`config.mk`:
```
export PLATFORM = sky130hd
export DESIGN_NAME = sprite_layer_mixer
export DESIGN_NICKNAME = d
export VERILOG_FILES = /design/src/rtl/game_pkg.sv /design/src/rtl/sprite_hit_addr.sv /design/src/rtl/sprite_layer_mixer.sv
export SDC_FILE = /design/constraint.sdc
export NUM_CORES = 1
export LEC_CHECK = 0
export CAP_MARGIN = 15
export CORE_ASPECT_RATIO = 0.9
export CORE_UTILIZATION = 59
export CTS_BUF_LIST = sky130_fd_sc_hd__clkbuf_8
export CTS_CLUSTER_SIZE = 28
export DETAILED_ROUTE_END_ITERATION = 10
export HOLD_SLACK_MARGIN = 0.05
export PLACE_DENSITY = 0.93
export SYNTH_ARGS = -nofsm -noshare
export SYNTH_HDL_FRONTEND = slang
export SYNTH_SLANG_ARGS = --single-unit
```
`constraint.sdc`:
```
create_clock -name clk -period 9.48 [get_ports clk]
set_clock_uncertainty 0.1 [all_clocks]
set_input_delay 1.896 -clock clk [delete_from_list [all_inputs] [get_ports clk]]
set_output_delay 1.896 -clock clk [all_outputs]
set_load 0.02 [all_outputs]
```
`src/rtl/game_pkg.sv`:
```
// Shared constants for the game pixel path: palette indices and sprite/tile geometry defaults.
package game_pkg;

    localparam logic [3:0] CI_TRANSPARENT = 4'd0;
    localparam logic [3:0] CI_RED         = 4'd1;
    localparam logic [3:0] CI_DKRED       = 4'd2;
    localparam logic [3:0] CI_YELLOW      = 4'd3;
    localparam logic [3:0] CI_BLACK       = 4'd4;
    localparam logic [3:0] CI_GREY        = 4'd5;
    localparam logic [3:0] CI_GREEN       = 4'd6;
    localparam logic [3:0] CI_OCHRE       = 4'd7;
    localparam logic [3:0] CI_WHITE       = 4'd8;
    localparam logic [3:0] CI_LIME        = 4'd9;
    localparam logic [3:0] CI_LTGREY      = 4'd10;

    localparam int SPR_W_DEF      = 32;
    localparam int SPR_H_DEF      = 32;
    localparam int TILE_SHIFT_DEF = 4;

endpackage

```
`src/rtl/sprite_hit_addr.sv`:
```
// One player's sprite: per-frame position shadow, clipped hit test and registered ROM address.
module sprite_hit_addr
    import game_pkg::*;
#(
    parameter int SPR_W = SPR_W_DEF,
    parameter int SPR_H = SPR_H_DEF,
    parameter int AW    = 10
) (
    input  logic          clk,
    input  logic          rst,
    input  logic          frame_start,
    input  logic          pix_valid,
    input  logic [9:0]    h_cnt,
    input  logic [9:0]    v_cnt,
    input  logic [9:0]    pos_x,
    input  logic [9:0]    pos_y,
    input  logic          en,
    output logic          hit_q,
    output logic [AW-1:0] addr_q
);

    logic [9:0]    x_q, y_q;
    logic          en_q;
    logic [10:0]   h_ext, v_ext, x_ext, y_ext;
    logic [9:0]    dx, dy;
    logic          hit_d;
    logic [AW-1:0] addr_d;

    // 11-bit compare: a sprite hanging past column/row 1023 is clipped, not wrapped to 0
    assign h_ext = {1'b0, h_cnt};
    assign v_ext = {1'b0, v_cnt};
    assign x_ext = {1'b0, x_q};
    assign y_ext = {1'b0, y_q};

    assign hit_d = pix_valid & en_q
                 & (h_ext >= x_ext) & (h_ext < x_ext + 11'(SPR_W))
                 & (v_ext >= y_ext) & (v_ext < y_ext + 11'(SPR_H));

    assign dx     = h_cnt - x_q;
    assign dy     = v_cnt - y_q;
    assign addr_d = hit_d ? AW'(AW'(dy) * AW'(SPR_W)) + AW'(dx) : '0;

    always_ff @(posedge clk or posedge rst) begin
        if (rst) begin
            x_q    <= '0;
            y_q    <= '0;
            en_q   <= 1'b0;
            hit_q  <= 1'b0;
            addr_q <= '0;
        end else begin
            if (frame_start) begin
                x_q  <= pos_x;
                y_q  <= pos_y;
                en_q <= en;
            end
            hit_q  <= hit_d;
            addr_q <= addr_d;
        end
    end

endmodule

```
`src/rtl/sprite_layer_mixer.sv`:
```
// Three-stage sprite layer: hit/address, ROM read, then P1-over-P2 transparency mix
// with the tile coordinates and valid flag delayed alongside.
module sprite_layer_mixer
    import game_pkg::*;
#(
    parameter int SPR_W      = SPR_W_DEF,
    parameter int SPR_H      = SPR_H_DEF,
    parameter int TILE_SHIFT = TILE_SHIFT_DEF,
    parameter int AW         = 10
) (
    input  logic                  clk,
    input  logic                  rst,
    input  logic                  pix_valid,
    input  logic [9:0]            h_cnt,
    input  logic [9:0]            v_cnt,
    input  logic                  frame_start,
    input  logic [9:0]            p1_x,
    input  logic [9:0]            p1_y,
    input  logic [9:0]            p2_x,
    input  logic [9:0]            p2_y,
    input  logic                  p1_en,
    input  logic                  p2_en,
    output logic [AW-1:0]         rom1_addr,
    output logic [AW-1:0]         rom2_addr,
    input  logic [3:0]            rom1_data,
    input  logic [3:0]            rom2_data,
    output logic [3:0]            color_index,
    output logic                  is_b,
    output logic [9-TILE_SHIFT:0] map_col,
    output logic [9-TILE_SHIFT:0] map_row,
    output logic                  out_valid
);

    localparam int MW = 10 - TILE_SHIFT;

    function automatic logic [4:0] mix(input logic h1, input logic [3:0] d1,
                                       input logic h2, input logic [3:0] d2);
        if (h1 && d1 != CI_TRANSPARENT) return {1'b0, d1};
        if (h2 && d2 != CI_TRANSPARENT) return {1'b1, d2};
        return {1'b0, CI_TRANSPARENT};
    endfunction

    logic          hit1_p1_q, hit2_p1_q, vld_p1_q;
    logic [MW-1:0] col_p1_q, row_p1_q;
    logic          hit1_p2_q, hit2_p2_q, vld_p2_q;
    logic [MW-1:0] col_p2_q, row_p2_q;
    logic [3:0]    color_p3_q;
    logic          is_b_p3_q, vld_p3_q;
    logic [MW-1:0] col_p3_q, row_p3_q;
    logic [4:0]    mix_d;

    // Stage 1: hit flags and ROM addresses live inside each sprite instance
    sprite_hit_addr #(.SPR_W(SPR_W), .SPR_H(SPR_H), .AW(AW)) u_p1 (
        .clk(clk), .rst(rst), .frame_start(frame_start), .pix_valid(pix_valid),
        .h_cnt(h_cnt), .v_cnt(v_cnt), .pos_x(p1_x), .pos_y(p1_y), .en(p1_en),
        .hit_q(hit1_p1_q), .addr_q(rom1_addr)
    );

    sprite_hit_addr #(.SPR_W(SPR_W), .SPR_H(SPR_H), .AW(AW)) u_p2 (
        .clk(clk), .rst(rst), .frame_start(frame_start), .pix_valid(pix_valid),
        .h_cnt(h_cnt), .v_cnt(v_cnt), .pos_x(p2_x), .pos_y(p2_y), .en(p2_en),
        .hit_q(hit2_p1_q), .addr_q(rom2_addr)
    );

    assign mix_d = mix(hit1_p2_q, rom1_data, hit2_p2_q, rom2_data);

    always_ff @(posedge clk or posedge rst) begin
        if (rst) begin
            vld_p1_q   <= 1'b0;
            col_p1_q   <= '0;
            row_p1_q   <= '0;
            hit1_p2_q  <= 1'b0;
            hit2_p2_q  <= 1'b0;
            vld_p2_q   <= 1'b0;
            col_p2_q   <= '0;
            row_p2_q   <= '0;
            color_p3_q <= CI_TRANSPARENT;
            is_b_p3_q  <= 1'b0;
            vld_p3_q   <= 1'b0;
            col_p3_q   <= '0;
            row_p3_q   <= '0;
        end else begin
            vld_p1_q   <= pix_valid;
            col_p1_q   <= h_cnt[9:TILE_SHIFT];
            row_p1_q   <= v_cnt[9:TILE_SHIFT];
            // Stage 2: ROM data is registered externally; delay the side-band to match
            hit1_p2_q  <= hit1_p1_q;
            hit2_p2_q  <= hit2_p1_q;
            vld_p2_q   <= vld_p1_q;
            col_p2_q   <= col_p1_q;
            row_p2_q   <= row_p1_q;
            // Stage 3: mix result
            color_p3_q <= mix_d[3:0];
            is_b_p3_q  <= mix_d[4];
            vld_p3_q   <= vld_p2_q;
            col_p3_q   <= col_p2_q;
            row_p3_q   <= row_p2_q;
        end
    end

    assign color_index = color_p3_q;
    assign is_b        = is_b_p3_q;
    assign out_valid   = vld_p3_q;
    assign map_col     = col_p3_q;
    assign map_row     = row_p3_q;

endmodule

```
==> results.json <==
{
  "rsz0062_at_grt": "no",
  "cts_buffer_depth": 2,
  "root_buffer": "clkbuf_8",
  "drt_first_pass_iters": 5,
  "yosysSeqAreaShare_pct": 44.2,
  "htree_num_levels": 3,
  "num_antenna_cells": 0,
  "start_kind": "input pin",
  "yosys.cell_types.count": 48,
  "cts_buffers": 9,
  "synth_top_area_cell": "dfrtp_1",
  "cp-startpoint": "v_cnt[0]",
  "clock_latency_ns": 0.39,
  "grt_pass1_wl_um": 24000,
  "min_path_cells": 0,
  "cp-end-kind": "register",
  "design_area_mm2": 0.00768,
  "r2r-start": "u_p1.y_q[0]",
  "cp.required_ns": 9.65,
  "r2r_cells": 11,
  "finalHoldViolCount": 0,
  "clkTransAtPathRegs_ns": 0.12,
  "max_stage_delay_ns": 0.44,
  "avgSynthCellArea_um2": 10.6,
  "grt_start_max_net_pins": 79,
  "dpl_cell_area_mm2": 0.00747,
  "cts.repair.resized": 0,
  "syn_area_mm2": 0.00623,
  "synth_xor_area_share_pct": 4.36,
  "drc": 0,
  "grt.total_usage_pct": 28.8,
  "die-area_mm2": 0.0110,
  "critPathSlowestCell": "fa_1",
  "synth_edf_count": 0,
  "powerDensity_mw_per_mm2": 160,
  "grt_remaining_overflow": 0,
  "place_hpwl_um": 11100,
  "die_h_um": 99.5,
  "synth_most_common_cell": "dfrtp_1",
  "vias": 4878,
  "synth_fp_nets": 764,
  "fin_crit_sh_pct": 49.9,
  "worstPathMaxFanout": 3,
  "synth_ff_type": "dfrtp_1",
  "die_w_um": 110,
  "initial_core_util_pct": 60.8,
  "synth_top_family_by_area": "adder cells",
  "path_delay_family": "adder cells",
  "crit_buf_inv": 3,
  "num_rows": 35,
  "port_buffers": 111,
  "vias_per_cell": 5.83,
  "synthMuxAreaShare_pct": 1.08,
  "drive_above_1_share_pct": 5.08,
  "postCtsSetupBuffers": 0,
  "nNetsFinal": 877,
  "max_clock_freq_ghz": 0.212,
  "synth-simple-area-share_pct": 9.60,
  "holdPathEnd": "col_p2_q[5]",
  "hold_slack_ns": 0.254,
  "area_growth_pct": 23.2,
  "ys_ff_latch": 110,
  "ir_worst_vdd_mv": 0.0957,
  "synthesis.instances": 590,
  "gp_congestion": 0.920,
  "synth_top_area_share_pct": 44.2,
  "yosys-top-cells-count": "110 x dfrtp_1, 80 x ha_1, 76 x inv_1, 47 x o21ai_0, 39 x nand2_1",
  "wirelength_um": 14700,
  "antenna_left": 0,
  "avgRoutedWirePerCell_um": 17.6,
  "crit_chain": "clkdlybuf4s50_1 -> inv_1 -> ha_1 -> inv_1 -> fa_1 -> xor2_1 -> fa_1 -> ha_1 -> or2_2 -> a21oi_1 -> a21oi_1 -> xnor2_1 -> nor2_2",
  "core_mm2": 0.0102,
  "regToRegSetupSlack_ns": 6.44,
  "max_cap_viol_count": 0,
  "tightest_slew_ns": 0.867,
  "synth_compound_area_share_pct": 12.9,
  "setup_viol": 0,
  "hold_buffers": 0,
  "antenna_found_initial": 0,
  "min-delay-start": "col_p1_q[5]",
  "tns_ns": 0,
  "hold_path.class": "reg2reg",
  "synth.top_cells.by_area": "dfrtp_1 44%, ha_1 16%, fa_1 6.4%, inv_1 4.6%, o21ai_0 3.8%",
  "min_period_ns": 4.73,
  "max_slew_margin_pct": 42.2,
  "status": "completed",
  "arrival_ns": 4.90,
  "crit_type": "in2reg",
  "leakage_uw": 0.00359,
  "pin_count": 112,
  "slew_viol_final": 0,
  "synth_warnings": 0,
  "drt_iter0_markers": 266,
  "synthArstFlopShare_pct": 100,
  "grt_pass1_vias": 5109,
  "synthAdderAreaFrac_pct": 22.5,
  "cp.depth": 13,
  "reg2reg_to": "u_p1.addr_q[9]",
  "numClockSinks": 110,
  "cts_tree": "yes"
}
==> cell families (layout without fill, tap and decap cells) <==
kind of cell	after synthesis	in the layout
XOR/XNOR	31	31
AO/OA/AOI/OAI	128	128
flip-flops	110	110
buffers and inverters	87	205
AND/OR/NAND/NOR	128	128
multiplexers	6	6
adder cells (fa/ha/maj)	100	100
==> routing by layer <==
layer | share of wire [%] | GRT usage, %
met1 | 40 | 36.8
met2 | 50 | 48.2
met3 | 6.6 | 4.65
met4 | 3.4 | 13.1
met5 | 0 | 0
==> layout make-up <==
type                            count  area (um^2)
Fill cell                         638         2570
Clock buffer                        9          124
Multi-Input combinational cell    393         3140
Inverter                           76          288
Tap cell                          129          161
Sequential cell                   110         2750
Timing Repair Buffer              113         1120
Clock inverter                      7         86.3
==> cells in the final DEF (no fill, tap or decap), types with 7 or more instances in the layout <==
| master | n |
|---|---|
| dfrtp_1 | 110 |
| fa_1 | 20 |
| o21ai_0 | 47 |
| nand2b_1 | 7 |
| a21oi_1 | 29 |
| inv_1 | 75 |
| clkbuf_8 | 9 |
| ha_1 | 80 |
| xnor2_1 | 25 |
| nand3_1 | 19 |
| a21o_1 | 8 |
| nand2_1 | 39 |
| clkdlybuf4s50_1 | 110 |
| nor2_1 | 33 |
==> worst max path at each step <==
stage / to / slack, ns
3_3_place_gp: u_p2.addr_q[9] / 4.49
5_1_grt: u_p1.addr_q[9] / 4.64
6_report: u_p1.addr_q[9] / 4.75
3_5_place_dp: u_p2.addr_q[9] / 4.39
2_1_floorplan: col_p1_q[0] / 4.58
4_1_cts: u_p2.addr_q[9] / 4.79
==> worst reg2reg max path, delay by kind of cell (launching register included) <==
family	cells	cell delay (ns)
compound gates	2	0.25
xor+xnor	2	0.40
fa+ha+maj	4	1.39
buf+inv	1	0.06
flops	1	0.37
simple gates	2	0.37
==> sequential cells by signal, summed over array words and instances (netlist names), 10 cells and up <==
name / count
u_p1.x_q: 10
u_p1.addr_q: 10
u_p2.addr_q: 10
u_p1.y_q: 10
u_p2.y_q: 10
u_p2.x_q: 10
==> report_power, final <==
part	switching (uW)	total (uW)	internal [uW]
registers	16.3	512	496
logic	228	417	188
clock network	189	297	108
total	434	1230	792
==> through the flow <==
stage	utilization (%)	total power, uW	instances	worst slack [ns]
5_1_grt	74.9	1290	837	4.64
2_1_floorplan	-	797	590	4.58
6_report	74.9	1230	837	4.75
3_5_place_dp	72.9	921	821	4.39
3_3_place_gp	72.9	890	821	4.49
4_1_cts	74.9	1220	837	4.79
Note: power is estimated with default switching activity, not from simulation.
